[src/rtl/register_sequencer.sv]
// register_sequencer
//   Turns single commands (WRITE / READ / COPY / CLEAR_ALL) into cycle-level
//   accesses on the master side of a 16x8 register unit. One command is in
//   flight at a time. READ results are returned on a valid/ready response port.
//
// Ports
//   clock, reset       : clock; asynchronous active-high reset
//   cmd_valid/ready    : command handshake, ready only while idle
//   cmd_op             : 00 WRITE, 01 READ, 10 COPY, 11 CLEAR_ALL
//   cmd_addr/src/data  : destination or read slot, COPY source slot, WRITE data
//   rsp_valid/ready    : READ result handshake; rsp_data/rsp_addr held until taken
//   reg_load/addr/
//   reg_data_in        : register unit write strobe, slot and write data
//   reg_data_out       : register unit read data (one-edge latency)
//   busy               : high whenever a command is being executed
module register_sequencer (
  input  logic       clock,
  input  logic       reset,
  input  logic       cmd_valid,
  output logic       cmd_ready,
  input  logic [1:0] cmd_op,
  input  logic [3:0] cmd_addr,
  input  logic [3:0] cmd_src,
  input  logic [7:0] cmd_data,
  output logic       rsp_valid,
  input  logic       rsp_ready,
  output logic [7:0] rsp_data,
  output logic [3:0] rsp_addr,
  output logic       reg_load,
  output logic [3:0] reg_addr,
  output logic [7:0] reg_data_in,
  input  logic [7:0] reg_data_out,
  output logic       busy
);

  localparam logic [1:0] OP_WRITE = 2'b00;
  localparam logic [1:0] OP_READ  = 2'b01;
  localparam logic [1:0] OP_COPY  = 2'b10;
  localparam logic [1:0] OP_CLEAR = 2'b11;

  typedef enum logic [3:0] {
    S_IDLE, S_WR, S_RD_ADDR, S_RD_CAP, S_RSP,
    S_CP_ADDR, S_CP_CAP, S_CP_WR, S_CLR
  } state_e;

  state_e     state_q, state_d;
  logic [3:0] addr_q, addr_d;
  logic [3:0] src_q, src_d;
  logic [7:0] data_q, data_d;
  logic [7:0] temp_q, temp_d;
  logic [3:0] cnt_q, cnt_d;
  logic       rsp_valid_q, rsp_valid_d;
  logic [7:0] rsp_data_q, rsp_data_d;
  logic [3:0] rsp_addr_q, rsp_addr_d;

  always_ff @(posedge clock or posedge reset) begin
    if (reset) begin
      state_q     <= S_IDLE;
      addr_q      <= '0;
      src_q       <= '0;
      data_q      <= '0;
      temp_q      <= '0;
      cnt_q       <= '0;
      rsp_valid_q <= 1'b0;
      rsp_data_q  <= '0;
      rsp_addr_q  <= '0;
    end else begin
      state_q     <= state_d;
      addr_q      <= addr_d;
      src_q       <= src_d;
      data_q      <= data_d;
      temp_q      <= temp_d;
      cnt_q       <= cnt_d;
      rsp_valid_q <= rsp_valid_d;
      rsp_data_q  <= rsp_data_d;
      rsp_addr_q  <= rsp_addr_d;
    end
  end

  always_comb begin
    state_d     = state_q;
    addr_d      = addr_q;
    src_d       = src_q;
    data_d      = data_q;
    temp_d      = temp_q;
    cnt_d       = cnt_q;
    rsp_valid_d = rsp_valid_q;
    rsp_data_d  = rsp_data_q;
    rsp_addr_d  = rsp_addr_q;
    reg_load    = 1'b0;
    reg_addr    = '0;
    reg_data_in = '0;

    unique case (state_q)
      S_IDLE: begin
        if (cmd_valid) begin
          addr_d = cmd_addr;
          src_d  = cmd_src;
          data_d = cmd_data;
          unique case (cmd_op)
            OP_WRITE: state_d = S_WR;
            OP_READ:  state_d = S_RD_ADDR;
            OP_COPY:  state_d = S_CP_ADDR;
            OP_CLEAR: begin
              state_d = S_CLR;
              cnt_d   = '0;
            end
            default:  state_d = S_IDLE;
          endcase
        end
      end
      S_WR: begin
        reg_load    = 1'b1;
        reg_addr    = addr_q;
        reg_data_in = data_q;
        state_d     = S_IDLE;
      end
      // Address is held for two cycles: the unit latches data_out at the
      // first edge, and the sequencer samples it at the second.
      S_RD_ADDR: begin
        reg_addr = addr_q;
        state_d  = S_RD_CAP;
      end
      S_RD_CAP: begin
        reg_addr    = addr_q;
        rsp_data_d  = reg_data_out;
        rsp_addr_d  = addr_q;
        rsp_valid_d = 1'b1;
        state_d     = S_RSP;
      end
      S_RSP: begin
        if (rsp_ready) begin
          rsp_valid_d = 1'b0;
          state_d     = S_IDLE;
        end
      end
      S_CP_ADDR: begin
        reg_addr = src_q;
        state_d  = S_CP_CAP;
      end
      S_CP_CAP: begin
        reg_addr = src_q;
        temp_d   = reg_data_out;
        state_d  = S_CP_WR;
      end
      S_CP_WR: begin
        reg_load    = 1'b1;
        reg_addr    = addr_q;
        reg_data_in = temp_q;
        state_d     = S_IDLE;
      end
      S_CLR: begin
        reg_load = 1'b1;
        reg_addr = cnt_q;
        // Stop at slot 15 and leave the counter parked at zero.
        if (cnt_q == 4'd15) begin
          cnt_d   = '0;
          state_d = S_IDLE;
        end else begin
          cnt_d = cnt_q + 4'd1;
        end
      end
      default: state_d = S_IDLE;
    endcase
  end

  assign cmd_ready = (state_q == S_IDLE);
  assign busy      = (state_q != S_IDLE);
  assign rsp_valid = rsp_valid_q;
  assign rsp_data  = rsp_data_q;
  assign rsp_addr  = rsp_addr_q;

endmodule

[config.mk]
export PLATFORM = sky130hd
export DESIGN_NAME = register_sequencer
export DESIGN_NICKNAME = d
export VERILOG_FILES = /design/src/rtl/register_sequencer.sv
export SDC_FILE = /design/constraint.sdc
export NUM_CORES = 1
export LEC_CHECK = 0
export CAP_MARGIN = 20
export CELL_PAD_IN_SITES_DETAIL_PLACEMENT = 2
export CELL_PAD_IN_SITES_GLOBAL_PLACEMENT = 2
export CORE_UTILIZATION = 34
export CTS_BUF_LIST = sky130_fd_sc_hd__clkbuf_16
export CTS_CLUSTER_SIZE = 16
export DETAILED_ROUTE_END_ITERATION = 7
export DONT_BUFFER_PORTS = 1
export PLACE_DENSITY = 0.78
export SYNTH_ARGS = -nofsm -noshare
export SYNTH_HDL_FRONTEND = slang
export SYNTH_SLANG_ARGS = --single-unit
[constraint.sdc]
create_clock -name clock -period 1.72 [get_ports clock]
set_clock_uncertainty 0.15 [all_clocks]
set_input_delay 0.258 -clock clock [delete_from_list [all_inputs] [get_ports clock]]
set_output_delay 0.258 -clock clock [all_outputs]
set_load 0.02 [all_outputs]
Word-level counts from Yosys, hierarchy flattened. Index checks and enable logic that the tools add are counted.

Muxes and demuxes: 14. Equality and inequality tests: 16. $add $sub $neg: 1. Reductions and logical operators: 12.

Operators with widths (number): 4-bit one-hot mux with 7 select lines (1); 4-bit 2-to-1 mux (6); 4-bit by 3-bit equality test with 1-bit output, second input constant (4); 4-bit one-hot mux with 4 select lines (1); 8-bit one-hot mux with 2 select lines (1); 4-bit one-hot mux with 3 select lines (1); 4-bit by 2-bit equality test with 1-bit output, second input constant (2); 4-bit equality test, second input constant (2); 4-bit one-hot mux with 2 select lines (1); 2-bit inequality test, second input constant (3); 3-bit AND reduction (2); 4-bit by 1-bit adder with 4-bit output, second input constant (1); 2-bit equality test, second input constant (2); 4-bit by 1-bit equality test with 1-bit output, second input constant (1); 4-bit zero test (1); 2-bit AND reduction (2); 2-bit nonzero test (2); 4-bit nonzero test (1); 4-bit OR reduction (1); 3-bit OR reduction (1); 2-bit by 1-bit equality test with 1-bit output, second input constant (1); 2-bit zero test (1); 1-bit 2-to-1 mux (2); 2-bit by 1-bit inequality test with 1-bit output, second input constant (1); 2 further kinds (2).

Logic and storage cells: 52. Input port bits: 30. Bits in registers: 45. Output and inout port bits: 28.

Logic depth before layout (Yosys ltp). Gate-level depths: netlist of the first run.

Depth in word-level cells: 4. Mapped depth: 6.

Worst setup path before layout of the first run. Ideal clock, no wire load.

Path type: reg2out. Start point: reg state_q[1]. End point: out reg_addr[0]. Arrival: 1.482 ns. Stages on the path, launching flop included: 5. Buffers on the path: 2. Required time: 1.312 ns. Slack: -0.170 ns. Cells stage by stage: dfrtp_1 -> buf_6 -> clkbuf_1 -> a21boi_0 -> o31ai_1.

Word-level cells in the longest chain between the ends: 3. Elaborated cells on any way between the ends: 10. Those cells by class: 7 x eq/ne; 1 x mux; 2 x reduce/logical.

Ends and longest elaborated chain: start: declaration (line 46) `state_e state_q, state_d;`; start signal: assignment (line 68) `state_q <= state_d;`; 4-bit by 2-bit equality test with 1-bit output, or another cell as far along (line 94) `unique case (state_q)`; 4-bit OR reduction (no source line) / 2-bit OR reduction (equally long branches); 4-bit one-hot mux with 3 select lines (*) (line 94); end: declaration (line 30) `output logic [3:0] reg_addr,`.

Mark *: on every way between the ends. The rest lies on a longest branch, timed or not.

Worst setup path in the final report of the first run.
Start point: reg state_q[2]. End point: out reg_data_in[0].

Word-level cells in the longest chain between the ends: 2. Elaborated cells on any way between the ends: 3. Those cells by class: 2 x eq/ne; 1 x mux.

Ends and longest elaborated chain: 4-bit by 3-bit equality test with 1-bit output / 4-bit by 1-bit equality test with 1-bit output (equally long branches) (line 94); 8-bit one-hot mux with 2 select lines (*) (line 94); end: declaration (line 31) `output logic [7:0] reg_data_in,`.

Marks and branches as above.

==> results.sh, run 1 <==
export IMPL_critical_path_slowest_cell="sky130_fd_sc_hd__dfrtp_1"
export IMPL_worstSetupStartpointType="register"
export IMPL_clock_pin_transition_on_the_worst_setup_and_hold_timing_paths_ns=0.06
export IMPL_critical_path_max_stage_delay_ns=0.42
export IMPL_irDropWorstVdd_uv=1118
export IMPL_max_slew_worst_pin_slew_ns=0.5335
export IMPL_die_area_sq_um=6833
export IMPL_netlist_instances=180
export IMPL_slew_headroom_pct=64.38
export IMPL_post_route_cell_area_sq_um=3532
export IMPL_cts_max_path_buffers=2
export IMPL_dpl_cell_count=282
export IMPL_drt_first_iter_violations=86
export IMPL_post_dp_hpwl_mm=4.955
export IMPL_area_delta_synth_final_pct=59.67
export IMPL_fmax_mhz=462.9
export IMPL_grt_pass1_vias=2173
export IMPL_cp_cell_sequence="buf_6, buf_4, buf_6, nor2_4, buf_12, a22oi_2, nor2_2, buf_6"
export IMPL_final_period_minus_worst_setup_slack_ns=2.160
export IMPL_worstHoldPathType="in2reg"
export IMPL_ctsHtreeMaxLevel=2
export IMPL_worst_ep_required_time_ns=1.31
export IMPL_routed_wirelength_mm=9.306
export IMPL_maximum_number_of_pins_on_one_net_before_global_route_repair=24
export IMPL_critical_path_peak_fanout=5
export IMPL_power_leakage_nw=1.607
export IMPL_synthesis_nets=211
export IMPL_detailroute_via_count=1892
export IMPL_io_buffer_count=0
export IMPL_synth_avg_cell_area_sq_um=12.29
export IMPL_power_density_nw_per_um2=2025
export IMPL_worst_setup_path_type="reg2out"
export IMPL_timing_max_transition_violations_final=0
export IMPL_post_place_ws_ns=-0.1390
export IMPL_hold_viol=0
export IMPL_place_gp_congestion=0.8018
export IMPL_cts_sinks=45
export IMPL_timing_max_cap_violations=0
export IMPL_yosys_warn_count=0
export IMPL_vias_per_cell=5.699
export IMPL_path_buf_inv=5
export IMPL_finish_cell_count_without_fillers=332
export IMPL_seq_area_frac_synth_pct=50.90
export IMPL_antenna_diode_count=0
export IMPL_globalRouteTotalUtil_pct=27.47
export IMPL_cp_arrival_ns=1.75
export IMPL_fp_dieW_um=82.66
export IMPL_route_detailed_wl_per_inst_um=28.03
export IMPL_ys_ff_latch=45
export IMPL_layout_cell_share_with_drive_strength_beyond_1_pct=57.65
export IMPL_starting_density_pct=35.04
export IMPL_top_level_ports=58
export IMPL_run_status="complete, but fails checks"
export IMPL_endpoint_kind_of_the_worst_setup_timing_path="output port"
export IMPL_globalRouteOverflowTotal=0
export IMPL_synthesis_area_sq_um=2212
export IMPL_grt_antenna_before_repair=0
export IMPL_yosys_cell_types_count=38
export IMPL_post_route_drc_count=0
export IMPL_drt_pass1_iterations=4
export IMPL_num_nets_final=285
export IMPL_failed_checks="setup timing"
export IMPL_rsz_0062_raised_after_global_routing="true"
export IMPL_path_common_cell="sky130_fd_sc_hd__buf_6"
export IMPL_placed_area_sq_um=2599
export IMPL_fin_ws_ns=-0.4402
export IMPL_vert_die_dim_um=82.66
export IMPL_cpLargestDelayFamily="buffers and inverters"
export IMPL_clock_root_buffer="sky130_fd_sc_hd__clkbuf_16"
export IMPL_number_of_buffers_added_by_the_clock_tree_synthesis_step=5
export IMPL_worst_skew_pair_late_latency_ns=0.29
export IMPL_postRouteAntennaNets=0
export IMPL_grt_first_pass_wirelength_mm=12.84
export IMPL_setup_violations_final=50
export IMPL_core_area_sq_um=6314
export IMPL_floorplan_rows=29
export IMPL_post_route_hold_slack_ns=0.08836
export IMPL_clock_tree_from_tritoncts="done"
export IMPL_finalCritPeriodShare_pct=125.6
-- cell type report --
type / instances / area [sq um]
Inverter: 9 / 36.28
Fill cell: 583 / 2781
Sequential cell: 45 / 1126
Timing Repair Buffer: 79 / 798.3
Clock inverter: 3 / 41.29
Clock buffer: 5 / 125.1
Multi-Input combinational cell: 114 / 1309
Tap cell: 77 / 96.34
-- synthesized netlist by cell type --
master,number,area share (%)
sky130_fd_sc_hd__and2_1,1,0.28
sky130_fd_sc_hd__a41oi_1,2,0.79
sky130_fd_sc_hd__a21boi_0,2,0.68
sky130_fd_sc_hd__mux2_2,26,13
sky130_fd_sc_hd__nor2b_1,3,0.85
sky130_fd_sc_hd__dfrtp_1,45,51
sky130_fd_sc_hd__clkbuf_1,2,0.34
sky130_fd_sc_hd__buf_2,7,1.6
sky130_fd_sc_hd__a31oi_1,2,0.57
sky130_fd_sc_hd__o22ai_1,1,0.28
sky130_fd_sc_hd__nand2_1,3,0.51
sky130_fd_sc_hd__nor4_4,1,0.96
sky130_fd_sc_hd__buf_4,1,0.34
sky130_fd_sc_hd__a32o_1,2,0.91
sky130_fd_sc_hd__nand2b_1,3,0.85
sky130_fd_sc_hd__nor4b_2,1,0.68
sky130_fd_sc_hd__o31ai_1,5,1.7
sky130_fd_sc_hd__nor3_1,3,0.68
sky130_fd_sc_hd__and3_1,2,0.57
sky130_fd_sc_hd__buf_1,1,0.17
sky130_fd_sc_hd__mux2_4,10,6.8
sky130_fd_sc_hd__o2bb2ai_1,2,0.79
sky130_fd_sc_hd__ha_1,1,0.57
sky130_fd_sc_hd__nand3b_1,1,0.34
sky130_fd_sc_hd__inv_1,9,1.5
sky130_fd_sc_hd__nor2_1,13,2.2
sky130_fd_sc_hd__or4b_1,1,0.45
sky130_fd_sc_hd__nand2_4,1,0.51
sky130_fd_sc_hd__o22a_1,1,0.40
sky130_fd_sc_hd__a32oi_1,4,1.6
sky130_fd_sc_hd__a22oi_1,8,2.7
sky130_fd_sc_hd__xor2_1,2,0.79
sky130_fd_sc_hd__buf_6,2,1.0
sky130_fd_sc_hd__and3b_1,1,0.40
sky130_fd_sc_hd__nor3b_1,2,0.68
sky130_fd_sc_hd__a21oi_1,4,0.91
sky130_fd_sc_hd__a22o_1,2,0.79
sky130_fd_sc_hd__o21ai_0,3,0.68
-- metrics by stage --
stage / util (%) / power (mW) / TNS (ns)
final: 55.95 / 7.153 / -9.638
after global routing: 55.95 / 7.416 / -11.45
after CTS: 53.13 / 6.642 / -5.042
after detailed placement: 41.16 / 4.717 / -3.664
after global placement: 41.16 / 4.468 / -1.216
after floorplan: - / 3.707 / -1.598
-- tightest hold or removal path, stage by stage --
cell                      delay, ns
sky130_fd_sc_hd__nor3b_4       0.02
sky130_fd_sc_hd__o21ai_2       0.15
sky130_fd_sc_hd__a21oi_2       0.05
-- path summary, 6_finish.rpt --
kind                                   startpoint                      end  slack (ns)  cells after the start
min in group asynchronous                   reset  rsp_data[3]$_DFFE_PP0N_        0.31                      2
min reg2reg                 data_q[2]$_DFFE_PP0P_    data_q[2]$_DFFE_PP0P_        0.39                      1
min                                     cmd_op[1]   state_q[1]$_DFFE_PP0P_        0.09                      3
max                        state_q[2]$_DFFE_PP0P_           reg_data_in[0]       -0.44                      8
max in group asynchronous                   reset    data_q[5]$_DFFE_PP0P_        0.57                      3
max reg2reg                state_q[2]$_DFFE_PP0P_  rsp_data[6]$_DFFE_PP0N_       -0.18                      8
-- cells by family after synthesis --
kind of cell / count (synthesis) / share of synthesized area [%]
compound gates: 38 / 12.78
xor+xnor: 2 / 0.7920
fa+ha+maj: 1 / 0.5655
buf+inv: 22 / 4.977
flops: 45 / 50.90
mux: 36 / 20.02
simple gates: 36 / 9.955
-- registers in the layout (all words and copies together), names as in the netlist --
signal     count
cnt_q          4
data_q         8
addr_q         4
src_q          4
rsp_addr       4
state_q        4
temp_q         8
rsp_valid      1
rsp_data       8
-- layout by cell type (no fill, tap or decap), drive strengths merged, types with 2 or more instances in the layout --
| master | instances |
|---|---|
| a21oi | 4 |
| nor3b | 2 |
| a21boi | 2 |
| nor3 | 3 |
| mux2 | 36 |
| inv | 9 |
| clkbuf | 6 |
| dfrtp | 45 |
| o2bb2ai | 2 |
| dlygate4sd3 | 26 |
| a22o | 2 |
| a22oi | 8 |
| a31oi | 2 |
| a32o | 2 |
| xor2 | 2 |
| and3 | 2 |
| buf | 52 |
| a41oi | 2 |
| nand2 | 5 |
| o21ai | 3 |
| nor2b | 3 |
| o31ai | 5 |
| nand2b | 3 |
| a32oi | 4 |
| nor2 | 13 |
-- per-layer routing --
layer	global-route usage [%]	vias to the layer above	wire length, um
met5	0	-	0
met4	12.76	0	283
met3	5.275	21	299
met2	53.44	60	5363
met1	27.71	1006	3359
li1	-	805	-
-- where the power goes --
group          switching (mW)  internal [mW]  total [mW]
logic                    1.97           1.95        3.93
clock network           0.425          0.681        1.11
registers               0.618           1.50        2.12
-- what timing repair did --
action	CTS	global route
setup endpoints to repair	51	54
pin swaps	9	15
setup buffers	10	6
hold buffers	26	0
endpoints found under the hold margin	55	0
gates cloned	1	2
gates resized for setup	52	33
(Power assumes the default switching activity.)
==> inputs of run 2 (changes only) <==
Settings changed: CORE_MARGIN set to 2.
==> results.sh, run 2 (same netlist as run 1, synthesis figures left out) <==
export IMPL_worst_skew_pair_late_latency_ns=0.30
export IMPL_run_status="complete, but fails checks"
export IMPL_globalRouteOverflowTotal=0
export IMPL_starting_density_pct=35.04
export IMPL_area_used_by_multi_input_combinational_logic_sq_um=1368
export IMPL_post_route_cell_area_sq_um=3583
export IMPL_failed_checks="setup timing"
export IMPL_core_area_sq_um=6314
export IMPL_worst_hold_path_num_cells=2
export IMPL_fill_cells=572
export IMPL_postRouteAntennaNets=0
export IMPL_layout_cell_share_with_drive_strength_beyond_1_pct=57.94
export IMPL_worst_hold_path_endpoint="data_q[1]$_DFFE_PP0P_"
export IMPL_globalRouteTotalUtil_pct=27.51
export IMPL_worst_ep_required_time_ns=1.31
export IMPL_cts_max_path_buffers=2
export IMPL_fp_dieW_um=84.66
export IMPL_slew_headroom_pct=66.35
export IMPL_num_nets_final=282
export IMPL_placed_area_sq_um=2544
export IMPL_final_period_minus_worst_setup_slack_ns=2.165
export IMPL_hold_viol=0
export IMPL_post_dp_hpwl_mm=4.648
export IMPL_fmax_mhz=462.0
export IMPL_die_area_sq_um=7167
export IMPL_worstReg2RegEnd="src_q[1]$_DFFE_PP0P_"
export IMPL_max_slew_worst_pin_slew_ns=0.5040
export IMPL_clock_pin_transition_on_the_worst_setup_and_hold_timing_paths_ns=0.07
export IMPL_irDropWorstVdd_uv=1048
export IMPL_rsz_0062_raised_after_global_routing="true"
export IMPL_seqCellArea_sq_um=1129
export IMPL_critical_path_peak_fanout=4
export IMPL_regToRegSetupSlack_ns=-0.26
export IMPL_fin_ws_ns=-0.4446
export IMPL_grt_first_pass_wirelength_mm=14.35
export IMPL_area_delta_synth_final_pct=61.99
export IMPL_top_level_ports=58
export IMPL_drt_first_iter_violations=94
export IMPL_antenna_diode_count=0
export IMPL_clock_tree_from_tritoncts="done"
export IMPL_post_route_drc_count=0
export IMPL_clock_root_buffer="sky130_fd_sc_hd__clkbuf_16"
export IMPL_min_from="cmd_valid"
export IMPL_leading_cell_types_in_the_layout_fill_and_taps_excluded="43 x sky130_fd_sc_hd__dfrtp_1, 30 x sky130_fd_sc_hd__mux2_4, 28 x sky130_fd_sc_hd__buf_6, 26 x sky130_fd_sc_hd__dlygate4sd3_1, 16 x sky130_fd_sc_hd__buf_4"
export IMPL_worstHoldPathType="in2reg"
export IMPL_endpoint_kind_of_the_worst_setup_timing_path="output port"
export IMPL_timing_max_cap_violations=0
export IMPL_number_of_buffers_added_by_the_clock_tree_synthesis_step=5
export IMPL_place_gp_congestion=0.7875
export IMPL_worst_setup_path_type="reg2out"
export IMPL_grt_antenna_before_repair=0
export IMPL_final_common_cell="sky130_fd_sc_hd__dfrtp_1"
export IMPL_power_density_nw_per_um2=2053
export IMPL_grt_pass1_vias=2210
export IMPL_io_buffer_count=0
export IMPL_maximum_number_of_pins_on_one_net_before_global_route_repair=25
export IMPL_post_place_ws_ns=-0.1315
export IMPL_route_detailed_wl_per_inst_um=30.11
export IMPL_cts_sinks=45
export IMPL_routed_wirelength_mm=9.906
export IMPL_worstSetupStartpointType="register"
export IMPL_vias_per_cell=5.678
export IMPL_setup_violations_final=58
export IMPL_power_leakage_nw=1.613
export IMPL_finalCritPeriodShare_pct=125.9
export IMPL_ctsHtreeMaxLevel=2
export IMPL_reg2regPathDepth=7
export IMPL_cp_arrival_ns=1.76
export IMPL_post_route_hold_slack_ns=0.1015
export IMPL_reg2reg_from="state_q[2]$_DFFE_PP0P_"
export IMPL_detailroute_via_count=1868
export IMPL_timing_max_transition_violations_final=0
export IMPL_vert_die_dim_um=84.66
export IMPL_floorplan_rows=29
export IMPL_drt_pass1_iterations=4
==> run 2: cell count changes in the layout (fill, tap and decap cells not counted), sizes merged <==
| cell | change |
|---|---|
| clkbuf | -1 |
| bufinv | -1 |
| inv | +1 |
| buf | -2 |
==> run 2: routing by layer <==
layer  vias up  part of all wire (%)  wire length, um  GRT usage, %
met5         -                     0                0             0
met4         0                   2.6              256         10.10
li1        797                     -                -             -
met2        60                    54             5331         49.96
met1       992                    40             3937         32.58
met3        19                   3.8              380         4.425
==> run 2: stage by stage <==
step | utilization (%) | power (mW) | cells | TNS (ns)
after CTS | 54.68 | 6.703 | 326 | -8.530
after global routing | 56.76 | 7.615 | 329 | -14.60
after global placement | 40.29 | 4.328 | 273 | -0.09144
after detailed placement | 40.29 | 4.532 | 273 | -2.247
final | 56.76 | 7.356 | 329 | -12.12
after floorplan | - | 3.707 | 180 | -1.598
==> run 2: power by group <==
group / internal, mW / switching (mW)
combinational: 2.09 / 2.10
clock: 0.543 / 0.472
sequential: 1.51 / 0.647
total: 4.14 / 3.22
==> run 2: worst max-delay path, cell delays in order (launching register included) <==
cell and delay [ns]:
sky130_fd_sc_hd__dfrtp_2 0.46, sky130_fd_sc_hd__buf_4 0.16, sky130_fd_sc_hd__nand2b_1 0.17, sky130_fd_sc_hd__a21boi_4 0.19, sky130_fd_sc_hd__o31ai_4 0.31, sky130_fd_sc_hd__buf_6 0.17
==> run 2: area by class of cell <==
class / instances / area share (%)
well taps: 77 / 2.689
multi-input cells: 114 / 38.16
clock inverters: 3 / 0.5936
inverters: 9 / 1.082
repair buffers: 76 / 22.49
clock buffers: 5 / 3.492
flip-flops and latches: 45 / 31.49
==> run 2: worst max path at each step <==
stage	from	end	slack [ns]	cells after the start
after floorplan	state_q[1]$_DFFE_PP0P_	data_q[0]$_DFFE_PP0P_	-0.15	5
after global placement	state_q[2]$_DFFE_PP0P_	reg_data_in[6]	-0.009	5
after detailed placement	state_q[2]$_DFFE_PP0P_	reg_data_in[1]	-0.13	5
after CTS	state_q[2]$_DFFE_PP0P_	reg_addr[2]	-0.38	6
after global routing	state_q[2]$_DFFE_PP0P_	reg_addr[3]	-0.48	5
final	state_q[2]$_DFFE_PP0P_	reg_addr[3]	-0.44	5
==> run 2: what timing repair did <==
action,in CTS,in global routing
hold endpoints to repair,54,0
pin swaps,22,11
setup endpoints to repair,34,59
gates cloned,1,0
hold buffers,26,0
resized for setup,83,24
buffers inserted,18,6
==> inputs of run 3 (changes only) <==
Settings changed: PLACE_DENSITY 0.78 to 0.75.
Clock period 1.72 ns to 2 ns, I/O delays scaled along.
==> results.sh, run 3 (same netlist as run 1, synthesis figures left out) <==
export IMPL_clock_pin_transition_on_the_worst_setup_and_hold_timing_paths_ns=0.07
export IMPL_tns_ns=-0.4697
export IMPL_share_seq_of_total_power_pct=35.5
export IMPL_grt_first_pass_wirelength_mm=11.32
export IMPL_core_area_sq_um=6314
export IMPL_finalCritPeriodShare_pct=105.1
export IMPL_antenna_diode_count=0
export IMPL_power_leakage_nw=1.343
export IMPL_route_detailed_wl_per_inst_um=24.59
export IMPL_ctsHtreeMaxLevel=2
export IMPL_timing_max_cap_violations=0
export IMPL_cp_cell_sequence="buf_6, buf_4, nor4_4, buf_6, inv_1"
export IMPL_post_route_drc_count=0
export IMPL_clock_root_buffer="sky130_fd_sc_hd__clkbuf_16"
export IMPL_failed_checks="setup timing"
export IMPL_timing_max_transition_violations_final=0
export IMPL_die_area_sq_um=7167
export IMPL_area_delta_synth_final_pct=30.03
export IMPL_cts_max_path_buffers=2
export IMPL_detailroute_via_count=1635
export IMPL_place_gp_congestion=0.8057
export IMPL_drt_first_iter_violations=33
export IMPL_grt_antenna_before_repair=0
export IMPL_p_sw_mw=2.106
export IMPL_post_dp_hpwl_mm=4.517
export IMPL_power_density_nw_per_um2=1800
export IMPL_starting_density_pct=35.04
export IMPL_worstSetupStartpointType="register"
export IMPL_cp_arrival_ns=1.65
export IMPL_worst_setup_path_type="reg2out"
export IMPL_cts_sinks=45
export IMPL_layout_cell_share_with_drive_strength_beyond_1_pct=49.08
export IMPL_globalRouteOverflowTotal=0
export IMPL_irDropWorstVdd_uv=809.0
export IMPL_top_level_ports=58
export IMPL_fmax_mhz=475.9
export IMPL_maximum_number_of_pins_on_one_net_before_global_route_repair=18
export IMPL_path_common_cell="sky130_fd_sc_hd__buf_6"
export IMPL_rsz_0062_raised_after_global_routing="true"
export IMPL_final_period_minus_worst_setup_slack_ns=2.101
export IMPL_fin_ws_ns=-0.1012
export IMPL_post_route_util_pct=45.56
export IMPL_grt_pass1_vias=1904
export IMPL_drt_pass1_iterations=4
export IMPL_worst_skew_pair_late_latency_ns=0.29
export IMPL_critical_path_max_stage_delay_ns=0.46
export IMPL_power_combinational_fraction_pct=46.6
export IMPL_routed_wirelength_mm=7.255
export IMPL_post_place_ws_ns=-0.04986
export IMPL_critical_path_peak_fanout=6
export IMPL_num_nets_final=248
export IMPL_critical_path_slowest_cell="sky130_fd_sc_hd__dfrtp_2"
export IMPL_max_slew_worst_pin_slew_ns=0.6847
export IMPL_vias_per_cell=5.542
export IMPL_clock_tree_from_tritoncts="done"
export IMPL_floorplan_rows=29
export IMPL_slew_headroom_pct=53.87
export IMPL_power_switching_fraction_pct=40.67
export IMPL_cellInternalPower_mw=3.072
export IMPL_number_of_buffers_added_by_the_clock_tree_synthesis_step=5
export IMPL_clock_network_fraction_of_design_power_pct=17.9
export IMPL_worst_ep_required_time_ns=1.55
export IMPL_fp_dieW_um=84.66
export IMPL_setup_violations_final=12
export IMPL_fill_cells=639
export IMPL_worstHoldPathType="in2reg"
export IMPL_dpl_cell_count=268
export IMPL_hold_viol=0
export IMPL_endpoint_kind_of_the_worst_setup_timing_path="output port"
export IMPL_post_route_hold_slack_ns=0.0005360
export IMPL_globalRouteTotalUtil_pct=20.90
export IMPL_io_buffer_count=0
export IMPL_final_common_cell="sky130_fd_sc_hd__dfrtp_1"
export IMPL_vert_die_dim_um=84.66
export IMPL_finish_cell_count_without_fillers=295
export IMPL_run_status="complete, but fails checks"
export IMPL_leading_cell_types_in_the_layout_fill_and_taps_excluded="41 x sky130_fd_sc_hd__dfrtp_1, 33 x sky130_fd_sc_hd__buf_4, 26 x sky130_fd_sc_hd__mux2_2, 12 x sky130_fd_sc_hd__nor2_1, 10 x sky130_fd_sc_hd__mux2_4"
export IMPL_postRouteAntennaNets=0
## run 3: cell types whose count changed in the layout (fill, tap and decap cells not counted), moves of 3 or more
cell / before / now
sky130_fd_sc_hd__dlygate4sd3_1: 26 / 5
sky130_fd_sc_hd__o31ai_4: 3 / 0
sky130_fd_sc_hd__nor2_2: 7 / 0
sky130_fd_sc_hd__buf_4: 16 / 33
sky130_fd_sc_hd__mux2_2: 6 / 26
sky130_fd_sc_hd__mux2_4: 30 / 10
sky130_fd_sc_hd__nor2_1: 4 / 12
sky130_fd_sc_hd__inv_1: 6 / 9
sky130_fd_sc_hd__buf_6: 28 / 4
sky130_fd_sc_hd__buf_12: 4 / 0
## run 3: metrics by stage
stage                     power (mW)  cell area [sq um]
after global placement         3.555               2417
after CTS                      4.957               2743
after global routing           5.462               2877
after floorplan                3.085               2212
after detailed placement       3.705               2417
final                          5.178               2877
## run 3: repair_timing
item                       in CTS  in global routing
buffers inserted                8                  5
pin swaps                       2                 14
resized for setup              21                 15
cloned                          0                  1
hold endpoints to repair       14                  3
hold buffers                    2                  3
setup endpoints to repair      24                 18
## run 3: layout make-up
cell class                 instances  area (sq um)  area share (%)
clock inverter                     3         37.54           1.305
sequential                        45          1131           39.32
inverter                           9         33.78           1.174
timing repair buffer              42         342.8           11.92
clock buffer                       5         125.1           4.350
tap                               77         96.34           3.349
multi-input combinational        114          1110           38.58
## run 3: power groups by stage
stage          Combinational [mW]  Sequential [mW]  Clock, mW
2_1_floorplan                1.47             1.61          0
3_3_place_gp                 1.80             1.75          0
3_5_place_dp                 1.91             1.80          0
4_1_cts                      2.20             1.82      0.942
5_1_grt                      2.60             1.89      0.972
6_report                     2.41             1.84      0.926
## run 3: worst paths after layout
| kind | startpoint | slack (ns) | depth (start not counted) | endpoint |
|---|---|---|---|---|
| max in group asynchronous | reset | 0.83 | 3 | data_q[0]$_DFFE_PP0P_ |
| min in group asynchronous | reset | 0.28 | 2 | src_q[2]$_DFFE_PP0P_ |
| max | state_q[2]$_DFFE_PP0P_ | -0.10 | 5 | busy |
| max reg2reg | state_q[2]$_DFFE_PP0P_ | -0.01 | 6 | src_q[1]$_DFFE_PP0P_ |
| min reg2reg | addr_q[1]$_DFFE_PP0P_ | 0.39 | 1 | addr_q[1]$_DFFE_PP0P_ |
| min | cmd_data[6] | 0.0005 | 1 | data_q[6]$_DFFE_PP0P_ |
## run 3: critical path, delay by kind of cell, from the launching register on
kind	cells	cell delay, ns
and+or+nand+nor	1	0.32
buffers and inverters	4	0.57
DFF	1	0.46
## run 3: metal layers
layer	share of wire (%)	up-vias	track usage (%)
met2	52	45	35.15
met3	5.0	8	5.801
met4	1.2	0	5.772
met1	41	856	26.50
met5	0	-	0
li1	-	726	-
